File: config.mk
export PLATFORM = sky130hd
export DESIGN_NAME = store_buffer
export DESIGN_NICKNAME = d
export VERILOG_FILES = /design/src/rtl/store_buffer_pkg.sv /design/src/rtl/store_buffer_fifo.sv /design/src/rtl/store_buffer.sv
export SDC_FILE = /design/constraint.sdc
export NUM_CORES = 1
export LEC_CHECK = 0
export ABC_AREA = 1
export CAP_MARGIN = 30
export CORE_ASPECT_RATIO = 0.7
export CORE_MARGIN = 4
export CORE_UTILIZATION = 30
export DETAILED_ROUTE_END_ITERATION = 10
export GPL_TIMING_DRIVEN = 0
export PLACE_DENSITY = 0.61
export SLEW_MARGIN = 0
export SYNTH_ARGS = -nofsm -noshare
export SYNTH_HDL_FRONTEND = slang
export SYNTH_SLANG_ARGS = --single-unit
File: constraint.sdc
create_clock -name clk -period 4.7 [get_ports clk]
set_input_delay 0.47 -clock clk [delete_from_list [all_inputs] [get_ports clk]]
set_output_delay 0.47 -clock clk [all_outputs]
set_load 0.02 [all_outputs]
File: src/rtl/store_buffer_pkg.sv
// Shared memory-side defines: access size encoding and default data/address width.
package store_buffer_pkg;

    localparam int SB_XLEN = 32;

    // Access size encoding shared by the store buffer and the data memories.
    typedef enum logic [1:0] {
        SZ_ILLEGAL = 2'b00,
        SZ_BYTE    = 2'b01,
        SZ_HALF    = 2'b10,
        SZ_WORD    = 2'b11
    } sb_size_e;

endpackage

File: src/rtl/store_buffer_fifo.sv
// Circular store queue: payload array, head/tail pointers, occupancy count.
// Exposes per-entry word addresses and validity for the load hazard compare.
module sb_fifo
    import store_buffer_pkg::*;
#(
    parameter int DEPTH = 4,
    parameter int XLEN  = SB_XLEN,
    localparam int AW   = $clog2(DEPTH)
) (
    input  logic                        clk,
    input  logic                        rstn,
    input  logic                        push,
    input  logic                        pop,
    input  logic [XLEN-1:0]             push_addr,
    input  logic [XLEN-1:0]             push_data,
    input  logic [1:0]                  push_size,
    output logic [XLEN-1:0]             head_addr,
    output logic [XLEN-1:0]             head_data,
    output logic [1:0]                  head_size,
    output logic [DEPTH*(XLEN-2)-1:0]   ent_waddr,
    output logic [DEPTH-1:0]            ent_valid,
    output logic                        full,
    output logic                        empty
);

    localparam logic [AW-1:0] PTR_ONE = AW'(1);
    localparam logic [AW:0]   CNT_ONE = (AW+1)'(1);
    localparam logic [AW:0]   CNT_MAX = (AW+1)'(DEPTH);

    logic [AW-1:0]   head_q, head_d;
    logic [AW-1:0]   tail_q, tail_d;
    logic [AW:0]     count_q, count_d;
    logic [XLEN-1:0] addr_q [DEPTH];
    logic [XLEN-1:0] data_q [DEPTH];
    logic [1:0]      size_q [DEPTH];
    logic [AW-1:0]   offset;

    // Pointer and count update; pointers wrap naturally at DEPTH (power of two).
    always_comb begin
        head_d  = head_q;
        tail_d  = tail_q;
        count_d = count_q;
        if (push) tail_d = tail_q + PTR_ONE;
        if (pop)  head_d = head_q + PTR_ONE;
        case ({push, pop})
            2'b10:   count_d = count_q + CNT_ONE;
            2'b01:   count_d = count_q - CNT_ONE;
            default: count_d = count_q;
        endcase
    end

    // Control state: cleared asynchronously so pending stores vanish at once.
    always_ff @(posedge clk or negedge rstn) begin
        if (!rstn) begin
            head_q  <= '0;
            tail_q  <= '0;
            count_q <= '0;
        end else begin
            head_q  <= head_d;
            tail_q  <= tail_d;
            count_q <= count_d;
        end
    end

    // Payload array; contents only matter where the pointers mark them valid.
    always_ff @(posedge clk) begin
        if (push) begin
            addr_q[tail_q] <= push_addr;
            data_q[tail_q] <= push_data;
            size_q[tail_q] <= push_size;
        end
    end

    // Entry i is valid when its distance from head is below the count.
    always_comb begin
        offset    = '0;
        ent_valid = '0;
        ent_waddr = '0;
        for (int i = 0; i < DEPTH; i++) begin
            offset       = AW'(i) - head_q;
            ent_valid[i] = ({1'b0, offset} < count_q);
            ent_waddr[i*(XLEN-2) +: (XLEN-2)] = addr_q[i][XLEN-1:2];
        end
    end

    assign head_addr = addr_q[head_q];
    assign head_data = data_q[head_q];
    assign head_size = size_q[head_q];
    assign full      = (count_q == CNT_MAX);
    assign empty     = (count_q == '0);

endmodule

File: src/rtl/store_buffer.sv
// Store buffer between pipeline and data memory. Loads own the memory port
// unless they hit a pending store's word; otherwise the oldest store drains.
module store_buffer
    import store_buffer_pkg::*;
#(
    parameter int DEPTH = 4,
    parameter int XLEN  = SB_XLEN
) (
    input  logic            clk,
    input  logic            rstn,
    input  logic            st_valid,
    output logic            st_ready,
    input  logic [XLEN-1:0] st_addr,
    input  logic [XLEN-1:0] st_data,
    input  logic [1:0]      st_size,
    input  logic            ld_valid,
    input  logic [XLEN-1:0] ld_addr,
    input  logic [1:0]      ld_size,
    input  logic            ld_unsigned,
    output logic            ld_stall,
    output logic            mem_we,
    output logic [XLEN-1:0] mem_a,
    output logic [XLEN-1:0] mem_wd,
    output logic [1:0]      mem_swhb,
    output logic [1:0]      mem_lwhb,
    output logic            mem_lu,
    output logic            empty
);

    // Handshake: a store transfers on a rising edge where st_valid and st_ready
    // are both high; an illegal size is acknowledged but never queued.

    logic [XLEN-1:0]          head_addr;
    logic [XLEN-1:0]          head_data;
    logic [1:0]               head_size;
    logic [DEPTH*(XLEN-2)-1:0] ent_waddr;
    logic [DEPTH-1:0]         ent_valid;
    logic                     full;
    logic                     fifo_empty;
    logic                     push;
    logic                     drain;
    logic                     hit;
    logic                     size_ok;

    sb_fifo #(
        .DEPTH (DEPTH),
        .XLEN  (XLEN)
    ) u_fifo (
        .clk       (clk),
        .rstn      (rstn),
        .push      (push),
        .pop       (drain),
        .push_addr (st_addr),
        .push_data (st_data),
        .push_size (st_size),
        .head_addr (head_addr),
        .head_data (head_data),
        .head_size (head_size),
        .ent_waddr (ent_waddr),
        .ent_valid (ent_valid),
        .full      (full),
        .empty     (fifo_empty)
    );

    // Word-granular hazard compare against registered entries only.
    always_comb begin
        hit = 1'b0;
        for (int i = 0; i < DEPTH; i++) begin
            if (ent_valid[i] && (ent_waddr[i*(XLEN-2) +: (XLEN-2)] == ld_addr[XLEN-1:2])) begin
                hit = 1'b1;
            end
        end
    end

    // Arbitration: loads beat stores at the pipeline side and at the port.
    always_comb begin
        size_ok  = (st_size != SZ_ILLEGAL);
        ld_stall = ld_valid & hit;
        st_ready = !ld_valid && (!full || !size_ok);
        push     = st_valid && st_ready && size_ok;
        drain    = !fifo_empty && (!ld_valid || ld_stall);
    end

    // Memory port mux: unstalled load, else head-of-queue write, else all zero.
    always_comb begin
        mem_we   = 1'b0;
        mem_a    = '0;
        mem_wd   = '0;
        mem_swhb = 2'b00;
        mem_lwhb = 2'b00;
        mem_lu   = 1'b0;
        if (ld_valid && !ld_stall) begin
            mem_a    = ld_addr;
            mem_lwhb = ld_size;
            mem_lu   = ld_unsigned;
        end else if (drain) begin
            mem_we   = 1'b1;
            mem_a    = head_addr;
            mem_wd   = head_data;
            mem_swhb = head_size;
        end
    end

    assign empty = fifo_empty;

endmodule
# Word-level counts from Yosys, hierarchy flattened
# Memories as Yosys holds them, arrays and structs flattened.
# Index checks and enable logic that the tools add are counted.
# W data, S select, Z words.
# word_totals
reg_bits	7
latch_bits	0
ram_bits	264
mem_bits_ro	0
input_bits	105
out_inout_bits	73
elab_cells	62
memories	3
# memory_table
name	depth	width	read_ports	rd_clocked_by_memory_dff	wr	line	text
u_fifo.addr_q	4	32	5	0	1	store_buffer_fifo.sv:33	logic [XLEN-1:0] addr_q [DEPTH];
u_fifo.data_q	4	32	1	0	1	store_buffer_fifo.sv:34	logic [XLEN-1:0] data_q [DEPTH];
u_fifo.size_q	4	2	1	0	1	store_buffer_fifo.sv:35	logic [1:0] size_q [DEPTH];
# op_classes
n_addsub	8
n_mul	0
n_div	0
n_lt_le_gt_ge	4
n_eq_ne	7
shift	0
mux	17
n_bitwise	1
n_reduce_logical	19
# op_table
operator	n
$mux W32	4
$eq A30 B30 Y1	4
$lt A2 B3 Y1	4
$logic_and A1 B1 Y1	9
$mux W1	9
$mux W2	3
$pmux W3 S2	1
$logic_not A1 Y1	5
$add A2 B1 Y2 const B	2
$reduce_bool A2 Y1	2
$sub A1 B2 Y2 const A	2
$sub A2 B2 Y2 const A	2
$add A3 B1 Y3 const B	1
$eq A3 B3 Y1 const B	1
$logic_not A3 Y1	1
$sub A3 B1 Y3 const B	1
$eq A2 B1 Y1 const B	1
$eq A2 B2 Y1 const B	1
$logic_or A1 B1 Y1	2
$and A1 B1 Y1	1

# Logic depth before layout (Yosys ltp)
# Gate-level depths: netlist (run 1).
# depth
word_depth	12
depth_mapped	22
mapped_depth_nobuf	19

# Cells and area by module
# Synthesis (run 1) repeated with hierarchy kept, for this count alone.
# unflattened
cells_unflattened	1554
hier_area_um2	14362.5
# modules_own_cells
mod	instances	cells_each	area_per_inst_um2	seq_area_each_um2
sb_fifo	1	835	11359.6	8102.8
store_buffer	1	719	3002.9	0.0

# Least setup slack after synthesis (run 1)
# No wires, ideal clock.
# synth_timing
path_kind	input port to flip-flop
startpoint	input port st_size[1]
endpoint	memory u_fifo.addr_q[0][0] (netlist bit) (enable)
setup_ns	0.491
arrival_ns	4.094
required_ns	4.209
setup_slack_ns	0.115
stages	6
path_buffers	0
path_cell_list	or2_2 -> nand3_1 -> nand2_1 -> inv_1 -> nand3_1 -> nor2_1
# synth_via
elab_chain_cells	8
# synth_lines
item	line	text
from (decl)	store_buffer.sv:15	input logic [1:0] st_size,
$reduce_bool A2 Y1	store_buffer.sv:77	size_ok = (st_size != SZ_ILLEGAL);
$logic_not A1 Y1	store_buffer.sv:79	st_ready = !ld_valid && (!full || !size_ok);
$logic_or A1 B1 Y1	store_buffer.sv:79	
$logic_and A1 B1 Y1	store_buffer.sv:79	
via st_ready	store_buffer.sv:12	output logic st_ready,
$logic_and A1 B1 Y1 (2 in a row)	store_buffer.sv:80	push = st_valid && st_ready && size_ok;
$mux W1	store_buffer_fifo.sv:67	if (push) begin
$mux W1 (implied by the code)	store_buffer_fifo.sv:68	addr_q[tail_q] <= push_addr;
to (decl)	store_buffer_fifo.sv:33	
# The timed path passes the listed nets, and every way through them passes these cells.

# Worst setup path in the final report (run 1)
# layout_timing
startpoint	register u_fifo.head_q[0]
endpoint	output port mem_a[25]
# layout_via
elab_chain_cells	12
# layout_lines
item	line	text
from (decl)	store_buffer_fifo.sv:30	logic [AW-1:0] head_q, head_d;
from (signal assigned)	store_buffer_fifo.sv:55	head_q <= '0;
from (signal assigned)	store_buffer_fifo.sv:59	head_q <= head_d;
$sub A1 B2 Y2	store_buffer_fifo.sv:80	offset = AW'(i) - head_q;
$lt A2 B3 Y1	store_buffer_fifo.sv:81	ent_valid[i] = ({1'b0, offset} < count_q);
$logic_and A1 B1 Y1	store_buffer.sv:69	if (ent_valid[i] && (ent_waddr[i*(XLEN-2) +: (XLEN-2)] == ld_addr[XLEN-1:2])) begin
$mux W1 (4 in a row)	store_buffer.sv:69	
$and A1 B1 Y1	store_buffer.sv:78	ld_stall = ld_valid & hit;
$logic_or A1 B1 Y1	store_buffer.sv:81	drain = !fifo_empty && (!ld_valid || ld_stall);
$logic_and A1 B1 Y1	store_buffer.sv:81	
$mux W32	store_buffer.sv:96	end else if (drain) begin
$mux W32 *	store_buffer.sv:92	if (ld_valid && !ld_stall) begin
to (decl)	store_buffer.sv:22	output logic [XLEN-1:0] mem_a,
# Mark *: on every way between the ends. The rest lies on a longest branch, timed or not.

==> metrics.md, run 1 <==
| Metric | Value |
|---|---|
| Clk_lat worst skew | `0.57 ns` |
| WL final | `39700 um` |
| Fillers | `4117` |
| Crit path max-delay family | `buffers and inverters` |
| Leak | `6.17 nW` |
| Tcrit/Tclk final | `0.949` |
| Vias/cell | `slightly below 5` |
| First-pass GRT wire length | `58100 um` |
| Comb power frac | `0.391` |
| Number of synthesized flops with an enable pin | `264` |
| Slew Limit Fails | `0` |
| Post-synth top area share | `0.614` |
| Cell chain of the critical path | `buf_2 > nor2_4 > inv_1 > nand2_1 > inv_1 > ha_1 > a21boi_1 > o21ai_0 > nand3_1 > nor2_2 > nor2_2 > nand3_2 > buf_6 > buf_4 > nand3_1 > nand2_1 > clkdlybuf4s50_1` |
| # DRC | `0` |
| Area Growth Syn to Fin | `26.5%` |
| Clk network pwr share | `0.248` |
| Status | `complete, no violations` |
| Vias in the first global route | `9310` |
| Reported max-cap violation count | `0` |
| Final Critical Period | `4.46 ns` |
| Setup repair after global routing missed its margin | `no` |
| Final Hold Fails | `0` |
| DRT Pass-1 Iters | `5` |
| Yosys warnings | `0` |
| CTS HTree Levels | `1` |
| Total CTS buffers | `27` |
| Rel. slew slack | `0.360` |
| Final layout net count | `between 1000 and 1500` |
| ANT nets after route | `0` |
| Clock sink total | `271` |
| Critical path type | `flip-flop to output pin` |
| Power Internal | `5.20 mW` |
| CTS Buffer Depth | `3` |
| Final setup viols | `0` |
| Actual slew at the worst max-slew pin | `0.960 ns` |
| Commonest cells in the netlist | `265 x nand2_1, 264 x edfxtp_1, 103 x inv_1, 87 x nor2_1, 56 x nand3_1` |
| Final hold slack | `around 0.17 ns` |
| Yosys reg bits | `~270` |
| Worst setup SP type | `flip-flop` |
| WL/cell | `~21 um` |
| Worst EP required | `4.23 ns` |
| I/O Buffers | `163` |
| CP endpoint kind | `output pin` |
| Syn Std Cell Area | `12900 sq um` |
| Gr usage total | `0.164` |
| FF-to-FF setup slack | `about 0.90 ns` |
| Hold WC Path Type | `input port to async pin` |
| Crit-path max FO | `10` |
| 1st-iter DRT viols | `819` |
| Gr ovfl total | `0` |
| CTS tree | `done` |
| Worst r2r path cells | `22` |
| Row count | `63` |
| Vias | `9410` |
| Syn nets | `around 1300` |
| Mapped Cells | `around 1100` |
| Seq/Total Area, Yosys | `0.627` |
| Cell with the most instances after synthesis | `nand2_1` |
| Largest net degree at the start of global routing | `25` |
| Post-Place Setup Slack | `0.0397 ns` |
| Max incr delay on CP | `approximately 0.63 ns` |
| Max IR drop VDD | `0.305 mV` |
| Flop pwr share | `0.361` |
| I/O Pins | `178` |
| Clk_skew | `~0.022 ns` |
| CTS root buffer | `clkbuf_16` |
| Worst Path Arrival | `3.99 ns` |
| Die H | `182 um` |
| Fmax | `224 MHz` |
| Synth Flop Type | `edfxtp_1` |
| Cells taking the most area after synthesis | `edfxtp_1 61%, nand2_1 7.7%, inv_1 3.0%` |
| PD cells | `roughly 500 nW/um^2` |
| Final WS setup | `0.238 ns` |
| RR Startpoint | `u_fifo.head_q[0]$_DFFE_PN0N_` |
| Die area | `about 46000 sq um` |
| Ys async rst share | `0.0258` |
| Core box area | `42400 sq um` |
| Count of cell types in the netlist | `around 40` |
| Hpwl dp | `28600 um` |
| Share of cells above drive strength 1 | `0.117` |
| Initial Utilization | `0.305` |
| Net Sw Power | `3.01 mW` |
| Mean Syn Cell Area | `about 11 sq um` |
| Clock transition at path regs | `0.07 ns` |
| Reg-to-reg endpoint | `u_fifo.count_q[2]$_DFFE_PN0P_` |
| Post-synth top area cell | `edfxtp_1` |
| Setup TNS | `0 ns` |
| Switch share | `0.366` |
| CP max stage cell | `clkdlybuf4s50_1` |
| Gpl congestion | `0.891` |
| Worst Path Buf+Inv | `6` |
| Die width | `256 um` |
| Initial antenna violation count | `8` |
## stage by stage
step | instances | power, mW | cell area [sq um] | utilization
3_5_place_dp | 1866 | 6.22 | 15500 | 0.366
4_1_cts | 1915 | 8.29 | 16300 | 0.385
6_report | 1917 | 8.21 | 16300 | 0.385
5_1_grt | 1917 | 8.62 | 16300 | 0.385
2_1_floorplan | 1140 | 4.84 | 12900 | -
3_3_place_gp | 1855 | 6.14 | 15200 | 0.359
## layer usage
layer | global-route usage | part of all wire
met5 | 0 | 0.0015
met4 | 0.0377 | 0.024
met3 | 0.0421 | 0.090
met2 | 0.267 | 0.46
met1 | 0.223 | 0.43
## worst max path at each step
stage,cells after the start,startpoint,endpoint
after global routing,17,u_fifo.head_q[0]$_DFFE_PN0N_,mem_a[25]
after floorplan,6,st_size[1],u_fifo.addr_q[0][0]$_DFFE_PP_
final,17,u_fifo.head_q[0]$_DFFE_PN0N_,mem_a[25]
after CTS,17,u_fifo.head_q[0]$_DFFE_PN0N_,mem_a[25]
after detailed placement,17,u_fifo.head_q[0]$_DFFE_PN0N_,mem_a[25]
after global placement,7,st_size[0],u_fifo.data_q[3][26]$_DFFE_PP_
## layout by cell type (no fill, tap or decap), types with 8 or more instances in the layout
master / Yosys / final
nand2_1: 265 / 265
clkdlybuf4s50_1: 0 / 163
o21ai_0: 12 / 12
o221ai_1: 16 / 16
inv_1: 103 / 103
xor2_1: 28 / 28
buf_2: 11 / 11
xnor2_1: 23 / 23
o21ai_1: 8 / 8
inv_2: 18 / 18
buf_12: 4 / 11
ha_1: 9 / 9
clkbuf_1: 27 / 30
clkinv_2: 0 / 9
a22o_1: 34 / 34
clkbuf_16: 0 / 27
nand3_2: 28 / 28
nor2_4: 18 / 23
buf_4: 11 / 12
a221oi_1: 34 / 34
edfxtp_1: 264 / 264
nand3_1: 56 / 56
nor2_1: 87 / 82
a22oi_1: 33 / 33
## registers in the layout, summed over array words and instances, names as in the netlist
signal,cells
u_fifo.data_q,128
u_fifo.size_q,8
u_fifo.addr_q,128
u_fifo.count_q,3
u_fifo.tail_q,2
u_fifo.head_q,2
## power groups by stage
stage / logic (mW) / registers (mW) / clock network, mW
2_1_floorplan: 1.83 / 3.01 / 0
3_3_place_gp: 3.10 / 3.05 / 0
3_5_place_dp: 3.21 / 3.01 / 0
4_1_cts: 3.24 / 2.96 / 2.08
5_1_grt: 3.46 / 2.98 / 2.18
6_report: 3.21 / 2.97 / 2.03
## layout make-up
type,instances,area (sq um),area share
inverter,122,458,0.0280
tap,552,691,0.0423
clock inverter,18,130,0.00796
buffer,57,368,0.0225
clock buffer,30,687,0.0420
sequential,271,8100,0.496
multi-input combinational,690,4030,0.246
timing repair buffer,175,1870,0.115
antenna,2,5.00,0.000306
## cell families (layout without fill, tap and decap cells)
logic type | Yosys count | count (layout) | synth area share
DFF | 271 | 271 | 0.627
and+or+nand+nor | 474 | 474 | 0.171
buffers and inverters | 179 | 402 | 0.0639
adders and majority gates | 10 | 10 | 0.0103
xor gates and xnor gates | 51 | 51 | 0.0346
other | 0 | 2 | 0
AOI/OAI and AO/OA | 155 | 155 | 0.0928
## timing repair
action                     CTS  global route
setup endpoints to repair   71             0
buffers inserted             1             0
gates resized for setup      2             0
hold buffers                 0             0
Power figures use the tool's default switching activity.
==> run 2, diff against run 1 <==
--- a/config.mk
+++ b/config.mk
@@ -12,7 +12,7 @@
 export CORE_UTILIZATION = 30
 export DETAILED_ROUTE_END_ITERATION = 10
 export GPL_TIMING_DRIVEN = 0
-export PLACE_DENSITY = 0.61
+export PLACE_DENSITY = 0.63
 export SLEW_MARGIN = 0
 export SYNTH_ARGS = -nofsm -noshare
 export SYNTH_HDL_FRONTEND = slang
==> constraint.sdc (replaced) <==
create_clock -name clk -period 4.08 [get_ports clk]
set_input_delay 0.408 -clock clk [delete_from_list [all_inputs] [get_ports clk]]
set_output_delay 0.408 -clock clk [all_outputs]
set_load 0.02 [all_outputs]
==> metrics.md, run 2 (synthesis results as in run 1) <==
| Metric | Value |
|---|---|
| Status | `complete, no violations` |
| Hpwl dp | `~28000 um` |
| 1st-iter DRT viols | `747` |
| Placed cells | `1865` |
| Critical path type | `flip-flop to output pin` |
| Max incr delay on CP | `0.35 ns` |
| I/O Pins | `178` |
| Row count | `63` |
| Vias | `9430` |
| Fillers | `just over 4000` |
| Clock transition at path regs | `roughly 0.06 ns` |
| GR Util met2 | `0.269` |
| Most frequent cells in the layout | `265 x nand2_1, 264 x edfxtp_1, 103 x inv_1` |
| Final WS setup | `about 0.19 ns` |
| Crit-path max FO | `10` |
| ANT nets after route | `0` |
| Rel. slew slack | `0.383` |
| Slew Limit Fails | `0` |
| Fmax | `257 MHz` |
| Gpl congestion | `around 0.92` |
| First-pass GRT wire length | `58700 um` |
| I/O Buffers | `around 160` |
| Initial Utilization | `0.305` |
| Final core area utilization | `0.386` |
| Initial antenna violation count | `7` |
| Placed Area | `15500 sq um` |
| Area occupied by multi-input gates | `roughly 4000 sq um` |
| CTS Buffer Depth | `3` |
| PD cells | `574 nW/um^2` |
| Crit path max-delay family | `buffers and inverters` |
| CP max stage cell | `dfrtp_1` |
| Final layout net count | `approximately 1500` |
| Hold WC Path Type | `input port to async pin` |
| Reported max-cap violation count | `0` |
| Final setup viols | `0` |
| Die H | `182 um` |
| Clk_lat worst skew | `~0.56 ns` |
| Leak | `about 6.8 nW` |
| Final Cell Area | `16300 sq um` |
| Final Hold Fails | `0` |
| Setup repair after global routing missed its margin | `no` |
| Vias/cell | `roughly 4.9` |
| Max IR drop VDD | `0.321 mV` |
| Cell chain of the critical path | `buf_2 > nor2_4 > inv_1 > nand2_1 > inv_1 > ha_1 > a21boi_1 > o21ai_0 > nand3_1 > nor2_2 > nor2_2 > nand3_2 > buf_6 > buf_4 > nand3_1 > nand2_1 > dlygate4sd2_1` |
| Vias in the first global route | `9629` |
| Die area | `46500 sq um` |
| Actual slew at the worst max-slew pin | `a little over 0.9 ns` |
| Setup TNS | `0 ns` |
| Final hold slack | `0.112 ns` |
| Commonest non-fill, non-tap cell in the layout | `nand2_1` |
| Post-Place Setup Slack | `-0.441 ns` |
| Worst EP required | `3.67 ns` |
| Die width | `256 um` |
| Tcrit/Tclk final | `0.953` |
| CP endpoint kind | `output pin` |
| FF+latch area | `8100 sq um` |
| Worst Path Arrival | `about 3.5 ns` |
| Hold-fix buffers, CTS | `0` |
| Worst setup SP type | `flip-flop` |
| Met1 Usage GRT | `0.222` |
| Largest net degree at the start of global routing | `26` |
| Final Critical Period | `3.89 ns` |
| Total CTS buffers | `27` |
| CTS tree | `done` |
| Total power | `9.38 mW` |
| Worst Path Buf+Inv | `6` |
| CTS HTree Levels | `1` |
| Gr ovfl total | `0` |
| Clock sink total | `271` |
| Top flop regs | `u_fifo.addr_q: 128 flops, u_fifo.data_q: 128 flops, u_fifo.size_q: 8 flops` |
| M3 GR Usage | `0.0403` |
| Share of cells above drive strength 1 | `0.125` |
| Area Growth Syn to Fin | `26.6%` |
| Clk_skew | `~0.0098 ns` |
| WL/cell | `approximately 21 um` |
| GR peak layer | `met2` |
| Core box area | `42400 sq um` |
| Finished Layout Cells | `1915` |
| WL final | `approximately 40000 um` |
| # DRC | `0` |
| Gr usage total | `0.165` |
| CTS root buffer | `clkbuf_16` |
| DRT Pass-1 Iters | `5` |
run 2: cell count changes in the layout (fill, tap and decap cells not counted), moves of 4 or more:
cell / change
clkbuf_2: +13
clkdlybuf4s15_1: +5
clkdlybuf4s50_1: -71
clkinv_1: +4
clkinv_2: -4
dlygate4sd2_1: +15
dlymetal6s2s_1: +39
run 2: timing repair:
item,CTS,global route
endpoints found under the setup margin,73,56
gates resized for setup,35,70
setup buffers,1,0
pin swaps,1,0
run 2: final cells by class:
type,count,share of cell area
timing repair buffer,174,0.114
clock inverter,19,0.00949
clock buffer,30,0.0420
sequential,271,0.496
multi-input combinational,690,0.247
antenna,1,0.000153
buffer,56,0.0223
tap,552,0.0422
inverter,122,0.0280
run 2: routing by layer:
layer  part of all wire  wire (um)  vias to the layer above
met5             0.0021         82                        -
met4              0.024        944                       12
met3              0.084       3330                       61
met2               0.46      18400                      416
met1               0.43      17100                     4548
li1                   -          -                     4393
run 2: final timing paths:
kind,from,endpoint,depth (start not counted),slack [ns]
min in group clk,st_data[11],u_fifo.data_q[0][11]$_DFFE_PP_,1,0.48
worst min register to register,u_fifo.count_q[1]$_DFFE_PN0P_,u_fifo.count_q[1]$_DFFE_PN0P_,2,0.51
worst min-delay path,rstn,u_fifo.count_q[0]$_DFFE_PN0P_,1,0.11
worst max register to register,u_fifo.head_q[0]$_DFFE_PN0N_,u_fifo.count_q[2]$_DFFE_PN0P_,22,0.42
max in group asynchronous,rstn,u_fifo.head_q[1]$_DFFE_PN0N_,1,3.72
worst max-delay path,u_fifo.head_q[0]$_DFFE_PN0N_,mem_a[15],17,0.19
run 2: power by group:
group          switching [mW]  leakage [nW]  internal [mW]
clock network            1.08         0.412           1.34
logic                    2.27          3.88           1.28
registers               0.102          2.47           3.31
total                    3.45          6.77           5.93
